==> config.mk <==
export PLATFORM = sky130hd
export DESIGN_NAME = uart_rx_framer
export DESIGN_NICKNAME = d
export VERILOG_FILES = /design/src/rtl/uart_rx_framer.sv
export SDC_FILE = /design/constraint.sdc
export NUM_CORES = 1
export LEC_CHECK = 0
export BUFFER_PORTS_ARGS = -buffer_cell sky130_fd_sc_hd__buf_2
export CORE_MARGIN = 1.5
export CORE_UTILIZATION = 37
export CTS_CLUSTER_DIAMETER = 40
export CTS_CLUSTER_SIZE = 24
export DETAILED_ROUTE_END_ITERATION = 7
export GPL_TIMING_DRIVEN = 0
export SLEW_MARGIN = 20
export SYNTH_ARGS = -nofsm -noshare
export SYNTH_HDL_FRONTEND = slang
export SYNTH_SLANG_ARGS = --single-unit
==> constraint.sdc <==
create_clock -name clk -period 3.32 [get_ports clk]
set_clock_uncertainty 0.05 [all_clocks]
set_input_delay 0 -clock clk [delete_from_list [all_inputs] [get_ports clk]]
set_output_delay 0 -clock clk [all_outputs]
set_load 0.03 [all_outputs]
==> src/rtl/uart_rx_framer.sv <==
// UART receive framer: start detection, bit sampling and a
// valid/ack holding register in front of the character consumer.
//
// Ports:
//   clk, reset          16x-baud clock, async active-high reset
//   serialIn            raw RX line (idles high)
//   SRclk               mid-bit sample pulse from the bit counter
//   charReceived        counter flag: last sample of the frame taken
//   dataAck             consumer accepts the held character
//   enable              run/clear control to the bit counter
//   data, dataValid     held character and its valid flag
//   framingError        held character had a 0 stop bit
//   overrun             a finished character was dropped
//   busy                framer is inside a frame
module uart_rx_framer #(
    parameter int SYNC_STAGES = 2
) (
    input  logic       clk,
    input  logic       reset,
    input  logic       serialIn,
    input  logic       SRclk,
    input  logic       charReceived,
    input  logic       dataAck,
    output logic       enable,
    output logic [7:0] data,
    output logic       dataValid,
    output logic       framingError,
    output logic       overrun,
    output logic       busy
);

    typedef enum logic [2:0] {
        IDLE,
        START,
        DATA,
        STOP,
        WAIT_END,
        LOAD
    } state_t;

    state_t state;
    state_t state_next;

    logic [SYNC_STAGES-1:0] sync_q;
    logic                   syncIn;
    logic                   syncPrev;
    logic [7:0]             shift;
    logic [2:0]             bit_idx;
    logic                   stopBit;
    logic                   load;
    logic                   accept;

    assign syncIn = sync_q[SYNC_STAGES-1];

    // Flops preset to 1 so an idle line out of reset is not a start edge.
    always_ff @(posedge clk or posedge reset) begin
        if (reset) begin
            sync_q   <= '1;
            syncPrev <= 1'b1;
        end else begin
            sync_q   <= {sync_q[SYNC_STAGES-2:0], serialIn};
            syncPrev <= syncIn;
        end
    end

    always_ff @(posedge clk or posedge reset) begin
        if (reset) begin
            state <= IDLE;
        end else begin
            state <= state_next;
        end
    end

    always_comb begin
        state_next = state;
        case (state)
            IDLE: begin
                if (syncPrev && !syncIn) begin
                    state_next = START;
                end
            end
            START: begin
                if (SRclk) begin
                    state_next = syncIn ? IDLE : DATA;
                end
            end
            DATA: begin
                if (SRclk && bit_idx == 3'd7) begin
                    state_next = STOP;
                end
            end
            STOP: begin
                if (SRclk) begin
                    state_next = WAIT_END;
                end
            end
            WAIT_END: begin
                if (charReceived) begin
                    state_next = LOAD;
                end
            end
            LOAD:    state_next = IDLE;
            default: state_next = IDLE;
        endcase
    end

    // Counter runs only while a frame is in progress; LOAD clears it.
    always_comb begin
        enable = 1'b0;
        busy   = 1'b0;
        case (state)
            START, DATA, STOP, WAIT_END: begin
                enable = 1'b1;
                busy   = 1'b1;
            end
            LOAD:    busy = 1'b1;
            default: ;
        endcase
    end

    assign load   = (state == WAIT_END) && charReceived;
    assign accept = !dataValid || dataAck;

    always_ff @(posedge clk or posedge reset) begin
        if (reset) begin
            shift   <= '0;
            bit_idx <= '0;
            stopBit <= 1'b0;
        end else if (SRclk) begin
            case (state)
                START: bit_idx <= '0;
                DATA: begin
                    shift   <= {syncIn, shift[7:1]};
                    bit_idx <= bit_idx + 3'd1;
                end
                STOP:    stopBit <= syncIn;
                default: ;
            endcase
        end
    end

    // A load on the ack edge replaces the held character directly.
    always_ff @(posedge clk or posedge reset) begin
        if (reset) begin
            data         <= '0;
            dataValid    <= 1'b0;
            framingError <= 1'b0;
            overrun      <= 1'b0;
        end else if (load && accept) begin
            data         <= shift;
            framingError <= ~stopBit;
            dataValid    <= 1'b1;
            overrun      <= 1'b0;
        end else if (load) begin
            overrun <= 1'b1;
        end else if (dataAck && dataValid) begin
            dataValid <= 1'b0;
            overrun   <= 1'b0;
        end
    end

endmodule

# Word level (Yosys, flattened, before mapping)
# Index checks and enable logic that the tools add are counted.
# Widths: inputs -> output; s select.
dict set report word_totals {
  inputBits 6
  reg_bits 29
  wordCells 58
  output_inout_bits 13
}
dict set report op_classes {
  bitwise 1
  n_mux 15
  eq_ne 12
  n_reduce_logical 19
  addsub 1
}
# cell n
set ops {}
lappend ops {{$mux 3} 5}
lappend ops {{$pmux 3 s5} 1}
lappend ops {{$ne 2x2->1 const B} 5}
lappend ops {{$eq 3x3->1 const B} 3}
lappend ops {{$reduce_and 2->1} 4}
lappend ops {{$mux 1} 7}
lappend ops {{$eq 3x2->1 const B} 2}
lappend ops {{$pmux 3 s2} 1}
lappend ops {{$logic_and 1x1->1} 5}
lappend ops {{$reduce_and 5->1} 1}
lappend ops {{$reduce_or 5->1} 1}
lappend ops {{$reduce_bool 2->1} 2}
lappend ops {{$reduce_or 4->1} 1}
lappend ops {{$add 3x1->3 const B} 1}
lappend ops {{$eq 3x1->1 const B} 1}
lappend ops {{$logic_not 3->1} 1}
lappend ops {{$reduce_bool 3->1} 1}
lappend ops {{$logic_not 1->1} 2}
lappend ops {{$mux 2} 1}
lappend ops {{$ne 2x1->1 const B} 1}
lappend ops {{$logic_or 1x1->1} 1}
lappend ops {{$not 1->1} 1}

# Longest topological paths before layout
# Gate-level depths: netlist (run 1).
dict set report depth {
  word_depth 5
  depth_mapped 5
}

# Least setup slack after synthesis (run 1)
# Ideal clock, no wire load.
dict set report synth_timing {
  path_kind {reg2reg}
  startpoint {register state[2]}
  endpoint {register shift[0]}
  setup_ns 0.125
  required_ns 3.145
  t_arrival_ns 1.270
  path_stages_with_launch 6
  setup_slack_ns 1.875
  cell_sequence {dfrtp_1 -> buf_4 -> nor2b_4 -> and3b_1 -> buf_4 -> mux2_2}
}
dict set report synth_between {
  elab_chain_cells 2
}
# item line
set synth_rtl {}
lappend synth_rtl {{from (decl)} 41} ;# state_t state;
lappend synth_rtl {{from (signal assigned)} 70} ;# state <= state_next;
lappend synth_rtl {{$eq 3x2->1} 130} ;# case (state)
lappend synth_rtl {{$reduce_and 2->1 (no line)} -}
lappend synth_rtl {{to (signal assigned)} 133} ;# shift <= {syncIn, shift[7:1]};
lappend synth_rtl {{to (decl)} 47} ;# logic [7:0] shift;
# No other way between the ends.
# A chain may end at the register's enable or synchronous reset.

# Worst setup path in the final report (run 1)
dict set report layout_timing {
  startpoint {register state[1]}
  endpoint {output port enable}
}
dict set report layout_between {
  elab_chain_cells 3
  word_cells_on_any_way 6
  classes_between {eq/ne (4); mux (1); reduce/logical (1)}
}
# item line
set layout_rtl {}
lappend layout_rtl {{$eq 3x3->1 (tied with other cells)} 111} ;# case (state)
lappend layout_rtl {{$reduce_or 4->1 *} 111}
lappend layout_rtl {{$mux 1 *} 111}
lappend layout_rtl {{to (decl)} 24} ;# output logic enable,
# Every way passes the cells marked *; elsewhere a longest branch is shown, timed or not.

==> results of run 1 <==
-- placed cells by master, fill, tap and decap left out, types with 2 or more instances in the layout --
master and n:
clkbuf_4 5, inv_1 2, o2bb2ai_1 3, mux2_2 9, nor2b_1 4, a31oi_1 2
mux2_4 8, nand2_1 6, dfstp_2 3, a21oi_1 3, buf_2 20, dfrtp_1 26
nor2_1 3, ha_1 2, clkinv_2 2, mux2i_1 3, buf_4 2, dlygate4sd3_1 5
-- worst max-delay path: stages, from the launching register on --
cell	delay, ns
dfrtp_1	0.46
buf_2	0.21
nor2_1	0.20
xnor2_1	0.14
buf_2	0.21
-- final timing paths --
check / startpoint / endpoint / slack (ns)
max reg2reg: state[2] / shift[5] / 1.77
min: reset / data[1] / 0.24
max: state[1] / enable / 1.73
min reg2reg: sync_q[0] / sync_q[1] / 0.31
max in group asynchronous: reset / overrun / 2.59
min in group clk: serialIn / sync_q[0] / 0.27
-- Yosys cell counts, types with 2 or more instances --
library cell,n
ha_1,2
mux2_4,8
nor2b_1,4
dfstp_2,3
o2bb2ai_1,3
nand2_1,6
inv_1,3
buf_4,2
a31oi_1,2
dfrtp_1,26
a21oi_1,3
mux2_2,9
nor2_1,3
mux2i_1,3
buf_2,2
-- per-layer routing --
metal,share of wire (%),wire length [µm]
met3,2.8,59
met1,45,948
met4,2.3,48
met2,50,1037
met5,0,0
-- logic make-up after synthesis --
group,count (synthesis),synth area share (%)
buf+inv,8,3.696
simple gates,22,12.16
fa+ha+maj,2,1.945
compound gates,10,5.253
flops,29,56.71
xor+xnor,1,0.6811
mux,20,19.55
-- area by class of cell --
class                      count  area, µm²
tap                           46      57.56
multi-input combinational     55      509.2
clock buffer                   6      41.29
inverter                       3      11.26
sequential                    29      729.5
buffer                         5      36.28
timing repair buffer          23      140.1
fill                         322       1802
clock inverter                 2      10.01
-- power groups by stage --
stage	sequential [mW]	combinational (mW)	clock, mW
2_1_floorplan	0.616	0.379	0
3_3_place_gp	0.555	0.552	0
3_5_place_dp	0.560	0.574	0
4_1_cts	0.554	0.579	0.209
5_1_grt	0.570	0.627	0.227
6_report	0.554	0.571	0.198
-- flip-flops by register name (all words and copies together) (netlist names) --
register and count:
state 3, overrun 1, shift 8, stopBit 1
framingError 1, dataValid 1, data 8, syncPrev 1
bit_idx 3, sync_q 2
-- stage by stage --
stage | cell area (µm²) | setup WS [ns]
3_3_place_gp | 1434 | 1.775
3_5_place_dp | 1434 | 1.764
4_1_cts | 1535 | 1.715
2_1_floorplan | 1286 | 1.875
5_1_grt | 1535 | 1.640
6_report | 1535 | 1.734
==> flow_summary.yaml, run 1 <==
critical_path:
  end_kind: "primary output"
  worst_setup_path_start_kind: "flip-flop"
  arrival_ns: 1.54
  worstPathRequired_ns: 3.27
  cp_max_fo: 10
  critPathKind: "reg2out"
  r2r_cells: 5
power:
  pwr-share-seq_pct: 41.9
  p_clk_share_pct: 14.9
  p_sw_share_pct: 38.75
  power_leakage_nw: 0.8132
  ir_drop_uv: 212.0
  p_total_mw: 1.323
  power_switching_uw: 512.6
  p_per_area_nw_per_um2: 861.5
  p_int_uw: 810.1
  comb_power_share_pct: 43.2
yosys:
  synth_top_area_share_pct: 50.58
  yosysWarnings: 0
  yosysUniqueCellTypes: 28
  ys_async_sr_fraction_pct: 100.0
  synth_area_um2: 1286
  seq_area_frac_synth_pct: 56.71
  syn_nets: 100
  syn_inst: 92
  ys_ff_latch: 29
  synth-main-ff-cell: "dfrtp_1"
  ys_top_cells_by_area: "dfrtp_1, mux2_4, mux2_2"
  yosys.area.top_type: "dfrtp_1"
  postSynthAreaPerCell_um2: 13.98
  synth_edf_count: 0
grt:
  grt_max_degree: 30
  grt_use_met1_pct: 13.36
  met2_usage_pct: 19.94
  grt_use_total_pct: 12.52
  grt_pass1_wl_mm: 3.312
  antenna_found_initial: 0
  busiest_layer: "met2"
  grt_pass1_vias: 793
  grt-ovfl-total: 0
  grt_util_met3_pct: 6.211
placement:
  dp_cells: 156
  hpwlAfterDp_mm: 1.389
  io_buffer_count: 18
  gp_congestion: 0.6931
finish:
  drive_above_1_share_pct: 43.90
  nets: 130
  fin_util_pct: 46.01
  final_cells: 169
  areaGrowthSynthToFinish_pct: 19.36
  n_antenna_cell: 0
clock_tree:
  post-cts-setup-buffers: 0
  cts_max_level: 2
  clk-insertion-delay-late_ns: 0.32
  cts_resized: 0
  numClockSinks: 29
  max-clock-path-buffers: 2
  root_buffer: "clkbuf_4"
  cts_hold_buf: 5
  cts_made_buffers: 5
  clkTransAtPathRegs_ns: 0.09
  cts_tree: "built"
route:
  vias_per_cell: 4.716
  antenna_left: 0
  wl_per_cell_um: 12.39
  drc: 0
  firstDrtPassIters: 2
  routed_wl_mm: 2.094
  num_vias: 797
  drt_iter0_drc: 13
floorplanning:
  coreArea_um2: 3337
  dieHeight_um: 61.96
  ios: 19
  die_area_um2: 3839
  start_util_pct: 38.55
  die_w_um: 61.96
  rows: 21
timing:
  worst_pin_slew_ns: 0.5931
  fmax_mhz: 630.6
  final-setup-viol-count: 0
  rsz0062_at_grt: "false"
  setup_tns_ns: 0
  finalHoldViolCount: 0
  holdWs_ns: 0.2425
  fin_crit_sh_pct: 47.77
  maxSlewHeadroom_pct: 60.40
  slew_viol_final: 0
  min_period_ns: 1.586
worst_hold_path:
  min_path_type: "in2async"
outcome:
  status: "complete, no violations"
job:
  maxCapViolCount: 0
Power figures use the tool's default switching activity.
==> inputs of run 2 (changes only) <==
==> constraint.sdc (replaced) <==
create_clock -name clk -period 1.3 [get_ports clk]
set_clock_uncertainty 0.05 [all_clocks]
set_input_delay 0 -clock clk [delete_from_list [all_inputs] [get_ports clk]]
set_output_delay 0 -clock clk [all_outputs]
set_load 0.03 [all_outputs]
==> run 2 against run 1 <==
- worst setup slack worse by 1.9 ns
- worst hold slack worse by 0.24 ns
- global-route usage rose by 2.6 points
- utilization up 9.4 points
- design area increased by 21%
- largest power group unchanged
- highest routed layer unchanged
- die area unchanged
- power grew to 3.4 times the previous value
- combinational power grew to 4.3 times the previous value
- via count grew 10%
- register-to-register slack worse by 1.9 ns
- largest cell class unchanged
- the run now ends with negative setup slack left
==> flow_summary.yaml, run 2 (synthesis gave the netlist of run 1 again) <==
outcome:
  status: "finished with violations"
  violations: "negative setup slack"
critical_path:
  reg2reg_slack_ns: -0.15
  r2r_cells: 5
  reg2reg_to: "shift[5]"
  critPathLaunch: "state[2]"
  arrival_ns: 1.62
  critical_path.max_stage_delay_ns: 0.38
  timing.critical_path.mode_cell: "buf_6"
  worst_setup_path_start_kind: "flip-flop"
  worstPathRequired_ns: 1.47
  cp_max_fo: 8
  path_delay_family: "flip-flops"
  path_cells: "buf_6 -> nor2b_4 -> and3b_1 -> buf_6 -> mux2_4"
  cp.depth: 5
  end_kind: "flip-flop"
  r2r-start: "state[2]"
  cp_slowest_cell: "dfrtp_1"
  critPathBufInv: 2
  critPathKind: "reg2reg"
  crit_end: "shift[5]"
timing:
  rsz0062_at_grt: "true"
  final-setup-viol-count: 23
  worst_pin_slew_ns: 0.6006
  setup_tns_ns: -2.374
  min_period_ns: 1.450
  fmax_mhz: 689.6
  fin_crit_sh_pct: 111.6
  timing.final.ws_setup_ns: -0.1502
  finalHoldViolCount: 0
  maxSlewHeadroom_pct: 59.90
  slew_viol_final: 0
route:
  highest_layer: "met4"
  drc: 0
  num_vias: 879
  met2_length_mm: 1.381
  wl_per_cell_um: 14.70
  antenna_left: 0
  vias_per_cell: 4.726
  routed_wl_mm: 2.734
  firstDrtPassIters: 2
  drt_iter0_drc: 18
  drt-met1-wl_mm: 1.208
  dr_wl_met3_um: 79
finish:
  n_antenna_cell: 0
  drive_above_1_share_pct: 62.14
  reg_top3: "data x8, shift x8"
  fillers: 277
  areaGrowthSynthToFinish_pct: 43.87
  fin_util_pct: 55.46
  nets: 147
  final_common_cell: "dfrtp_1"
  layout_common_cells: "dfrtp_1, mux2_4, buf_2"
floorplanning:
  start_util_pct: 38.55
  coreArea_um2: 3337
  die_area_um2: 3839
  ios: 19
  rows: 21
  dieHeight_um: 61.96
  die_w_um: 61.96
power:
  power_leakage_nw: 0.9565
  p_per_area_nw_per_um2: 2400
  ir_drop_uv: 738.1
grt:
  antenna_found_initial: 0
  grt_pass1_wl_mm: 4.002
  grt_max_degree: 30
  grt-ovfl-total: 0
  grt_use_total_pct: 15.11
  grt_pass1_vias: 861
job:
  maxCapViolCount: 0
clock_tree:
  max-clock-path-buffers: 2
  root_buffer: "clkbuf_4"
  clkTransAtPathRegs_ns: 0.10
  cts_made_buffers: 5
  numClockSinks: 29
  clk-insertion-delay-late_ns: 0.33
  cts_tree: "built"
  cts_max_level: 2
worst_hold_path:
  min_path_type: "in2reg"
  hp-start: "SRclk"
placement:
  gp_congestion: 0.6974
  hpwlAfterDp_mm: 1.477
  io_buffer_count: 18
## run 2: cell count changes in the layout (fill, tap and decap cells not counted), sizes merged
| cell | previous run | this run |
|---|---|---|
| dlygate4sd3 | 5 | 3 |
| buf | 23 | 41 |
| clkbuf | 6 | 5 |
| nand2b | 2 | 3 |
| clkinvlp | 0 | 1 |
## run 2: final cells by class
type / count / area (µm²) / share of cell area [%]
flip-flops and latches: 29 / 732.0 / 39.55
multi-input cells: 56 / 646.9 / 34.96
repair buffers: 40 / 299.0 / 16.16
well taps: 46 / 57.56 / 3.110
plain buffers: 4 / 48.80 / 2.637
clock buffers: 5 / 37.54 / 2.028
clock inverters: 3 / 17.52 / 0.9466
inverters: 3 / 11.26 / 0.6085
## run 2: repair_timing
| action | in CTS | in global routing |
|---|---|---|
| pin swaps | 5 | 6 |
| setup endpoints to repair | 22 | 22 |
| hold buffers | 2 | 1 |
| gates cloned | 1 | 0 |
| hold endpoints to repair | 28 | 26 |
| gates resized for setup | 20 | 13 |
| buffers inserted | 10 | 10 |
## run 2: worst min path at each step
stage	end	slack, ns	cells past startpoint
2_1_floorplan	sync_q[0]	-0.05	0
3_3_place_gp	sync_q[0]	0.06	1
3_5_place_dp	sync_q[0]	0.06	1
4_1_cts	shift[2]	-0.09	2
5_1_grt	state[1]	0.06	4
6_report	state[1]	0.005	4
## run 2: power by group
group          leakage, nW  switching (mW)  internal (mW)
clock               0.0310           0.338          0.203
sequential           0.367           0.233           1.21
combinational        0.559            1.15           1.30
total                0.957            1.73           2.72
## run 2: per-layer routing
metal  GRT usage, %  vias up
li1               -      413
met4          7.295        0
met5              0        -
met3          4.969        7
met2          24.70       14
met1          17.85      445
## run 2: through the flow
step | hold slack, ns | std cells | power [mW] | setup WS (ns) | cell area [µm²]
global route | 0.06355 | 186 | 4.701 | -0.1906 | 1851
detailed placement | 0.06343 | 156 | 3.011 | -0.2089 | 1473
CTS | -0.09241 | 176 | 3.956 | -0.1257 | 1690
finish | 0.004894 | 186 | 4.442 | -0.1502 | 1851
floorplan | -0.04552 | 92 | 2.644 | -0.1183 | 1325
global placement | 0.05699 | 156 | 2.938 | -0.2054 | 1473
## run 2: worst register-to-register path, delay by kind of cell (launching register included)
family / cells / cell delay, ns
flip-flops: 1 / 0.38
multiplexers: 1 / 0.31
AND/OR/NAND/NOR: 2 / 0.30
buffers and inverters: 2 / 0.30
==> inputs of run 3 (changes only) <==
--- a/config.mk
+++ b/config.mk
@@ -5,6 +5,7 @@
 export SDC_FILE = /design/constraint.sdc
 export NUM_CORES = 1
 export LEC_CHECK = 0
+export ABC_AREA = 1
 export BUFFER_PORTS_ARGS = -buffer_cell sky130_fd_sc_hd__buf_2
 export CORE_MARGIN = 1.5
 export CORE_UTILIZATION = 37
@@ -12,6 +13,8 @@
 export CTS_CLUSTER_SIZE = 24
 export DETAILED_ROUTE_END_ITERATION = 7
 export GPL_TIMING_DRIVEN = 0
+export MAX_ROUTING_LAYER = met4
+export REMOVE_ABC_BUFFERS = 1
 export SLEW_MARGIN = 20
 export SYNTH_ARGS = -nofsm -noshare
 export SYNTH_HDL_FRONTEND = slang
==> run 3 against run 2 <==
- the run still ends with negative setup slack left
- global-route usage grew 1.2 points
- clock power increased by 44%
- power increased by 4.7%
- via count grew 30%
- worst hold slack improved by 0.25 ns
- final cell count grew 24%
- design area up 2.9%
- first-iteration DRC count rose to 2.9 times the previous value
- critical path depth rose by 2
- sequential power up 3%
- utilization is 1.6 points higher
- flip-flop and latch count did not move
- critical path type unchanged
==> flow_summary.yaml, run 3 <==
outcome:
  status: "finished with violations"
  violations: "negative setup slack"
timing:
  worst_pin_slew_ns: 0.6140
  slew_viol_final: 0
  setup_tns_ns: -0.1334
  finalHoldViolCount: 0
  holdWs_ns: 0.2550
  maxSlewHeadroom_pct: 59.00
  rsz0062_at_grt: "true"
  fin_crit_sh_pct: 101.9
  min_period_ns: 1.325
  timing.final.ws_setup_ns: -0.02487
  final-setup-viol-count: 9
  fmax_mhz: 754.8
route:
  antenna_left: 0
  wl_per_cell_um: 13.35
  routed_wl_mm: 3.071
  num_vias: 1139
  firstDrtPassIters: 4
  drc: 0
  drt_iter0_drc: 52
  vias_per_cell: 4.952
finish:
  final_cell_area_um2: 1904
  fin_util_pct: 57.07
  n_antenna_cell: 0
  nets: 191
  drive_above_1_share_pct: 50.54
  reg_top3: "data x8, shift x8"
  final_cells: 230
  areaGrowthSynthToFinish_pct: 47.91
  layout_common_cells: "nand2_1, dfrtp_1, buf_2"
power:
  p_clk_share_pct: 16.8
  p_sw_share_pct: 42.52
  ir_drop_uv: 805.6
  comb_power_share_pct: 51.3
  p_int_mw: 2.673
  power_switching_mw: 1.977
  pwr-share-seq_pct: 32.0
  p_total_mw: 4.650
  p_per_area_nw_per_um2: 2442
  power_leakage_nw: 0.8915
placement:
  dp_cells: 194
  placed_cell_area_um2: 1401
  dp_slack_ns: -0.1778
  hpwlAfterDp_mm: 1.479
  gp_congestion: 0.7616
  io_buffer_count: 18
clock_tree:
  clkTransAtPathRegs_ns: 0.09
  cts_max_level: 2
  numClockSinks: 29
  root_buffer: "clkbuf_4"
  cts_made_buffers: 5
  clk-insertion-delay-late_ns: 0.33
  max-clock-path-buffers: 2
  cts_tree: "built"
critical_path:
  critical_path.max_stage_delay_ns: 0.48
  worstPathRequired_ns: 1.48
  critPathBufInv: 3
  arrival_ns: 1.51
  cp_slowest_cell: "dfrtp_2"
  timing.critical_path.mode_cell: "buf_6"
  path_delay_family: "flip-flops"
  cp_max_fo: 6
  path_cells: "buf_6 -> nand2_4 -> nor2_4 -> buf_12 -> buf_6 -> o21ai_2 -> nor2_1"
  worst_setup_path_start_kind: "flip-flop"
  end_kind: "flip-flop"
  critPathKind: "reg2reg"
yosys:
  yosys.area.top_type: "dfrtp_1"
  postSynthAreaPerCell_um2: 9.680
  seq_area_frac_synth_pct: 56.66
  ys_ff_latch: 29
  synth_top_area_share_pct: 50.53
  yosysMostFrequentCell: "nand2_1"
  yosys-top-cells-count: "nand2_1, dfrtp_1, inv_1"
  synth-main-ff-cell: "dfrtp_1"
  syn_inst: 133
  yosysUniqueCellTypes: 19
  synth_area_um2: 1287
  ys_top_cells_by_area: "dfrtp_1, nand2_1, dfstp_2"
  ys_async_sr_fraction_pct: 100.0
  synth_edf_count: 0
  yosysWarnings: 0
floorplanning:
  dieHeight_um: 61.99
  start_util_pct: 38.58
  die_w_um: 61.99
  coreArea_um2: 3337
  rows: 21
  die_area_um2: 3843
  ios: 19
grt:
  grt_max_degree: 30
  grt_use_total_pct: 16.30
  antenna_found_initial: 0
  grt_pass1_wl_mm: 4.236
  grt-ovfl-total: 0
  grt_pass1_vias: 958
worst_hold_path:
  min_path_type: "in2async"
job:
  maxCapViolCount: 0
==> run 3: power groups by stage <==
stage	registers [mW]	clock network, mW	logic [mW]
3_3_place_gp	1.46	0	1.45
4_1_cts	1.46	0.787	1.91
2_1_floorplan	1.73	0	0.844
6_report	1.49	0.779	2.38
3_5_place_dp	1.48	0	1.48
5_1_grt	1.53	0.832	2.57
==> run 3: timing repair <==
action	CTS	global route
cloned	4	1
pin swaps	8	9
resized for setup	28	26
buffers inserted	8	10
setup endpoints to repair	22	27
hold buffers	4	1
hold endpoints to repair	30	26
==> run 3: cell families (layout without fill, tap and decap cells) <==
group | after synthesis | in the layout | share of synthesized area (%)
buffers and inverters | 21 | 67 | 7.872
DFF | 29 | 29 | 56.66
and+or+nand+nor | 57 | 62 | 21.87
AOI/OAI and AO/OA | 24 | 24 | 11.66
adders and majority gates | 2 | 2 | 1.943
==> run 3: per-layer routing <==
layer / wire (µm) / GRT usage [%] / vias up
met5: 0 / - / -
met4: 143 / 10.03 / 0
met3: 137 / 3.106 / 13
met2: 1527 / 26.49 / 44
met1: 1263 / 18.38 / 544
li1: - / - / 538
==> run 3: worst reg2reg max path: cells and delay by family, from the launching register on <==
kind	cells	cell delay [ns]
flops	1	0.48
simple gates	3	0.18
compound gates	1	0.10
buf+inv	3	0.41
==> run 3: final cells by class <==
| cell class | instances | area, µm² |
|---|---|---|
| multi-input cells | 88 | 641.9 |
| clock inverters | 1 | 30.03 |
| inverters | 18 | 67.56 |
| clock buffers | 7 | 55.05 |
| fillers | 308 | 1433 |
| flip-flops and latches | 29 | 733.2 |
| well taps | 46 | 57.56 |
| repair buffers | 41 | 319.1 |
==> run 3: final timing paths <==
kind / startpoint / to / slack [ns] / cells after the start
worst max-delay path: state[2] / overrun / -0.02 / 7
worst min-delay path: reset / data[3] / 0.26 / 3
worst max register to register: state[2] / overrun / -0.02 / 7
worst min register to register: sync_q[1] / syncPrev / 0.30 / 0
max in group asynchronous: reset / state[2] / 0.50 / 3
min in group clk: serialIn / sync_q[0] / 0.26 / 2
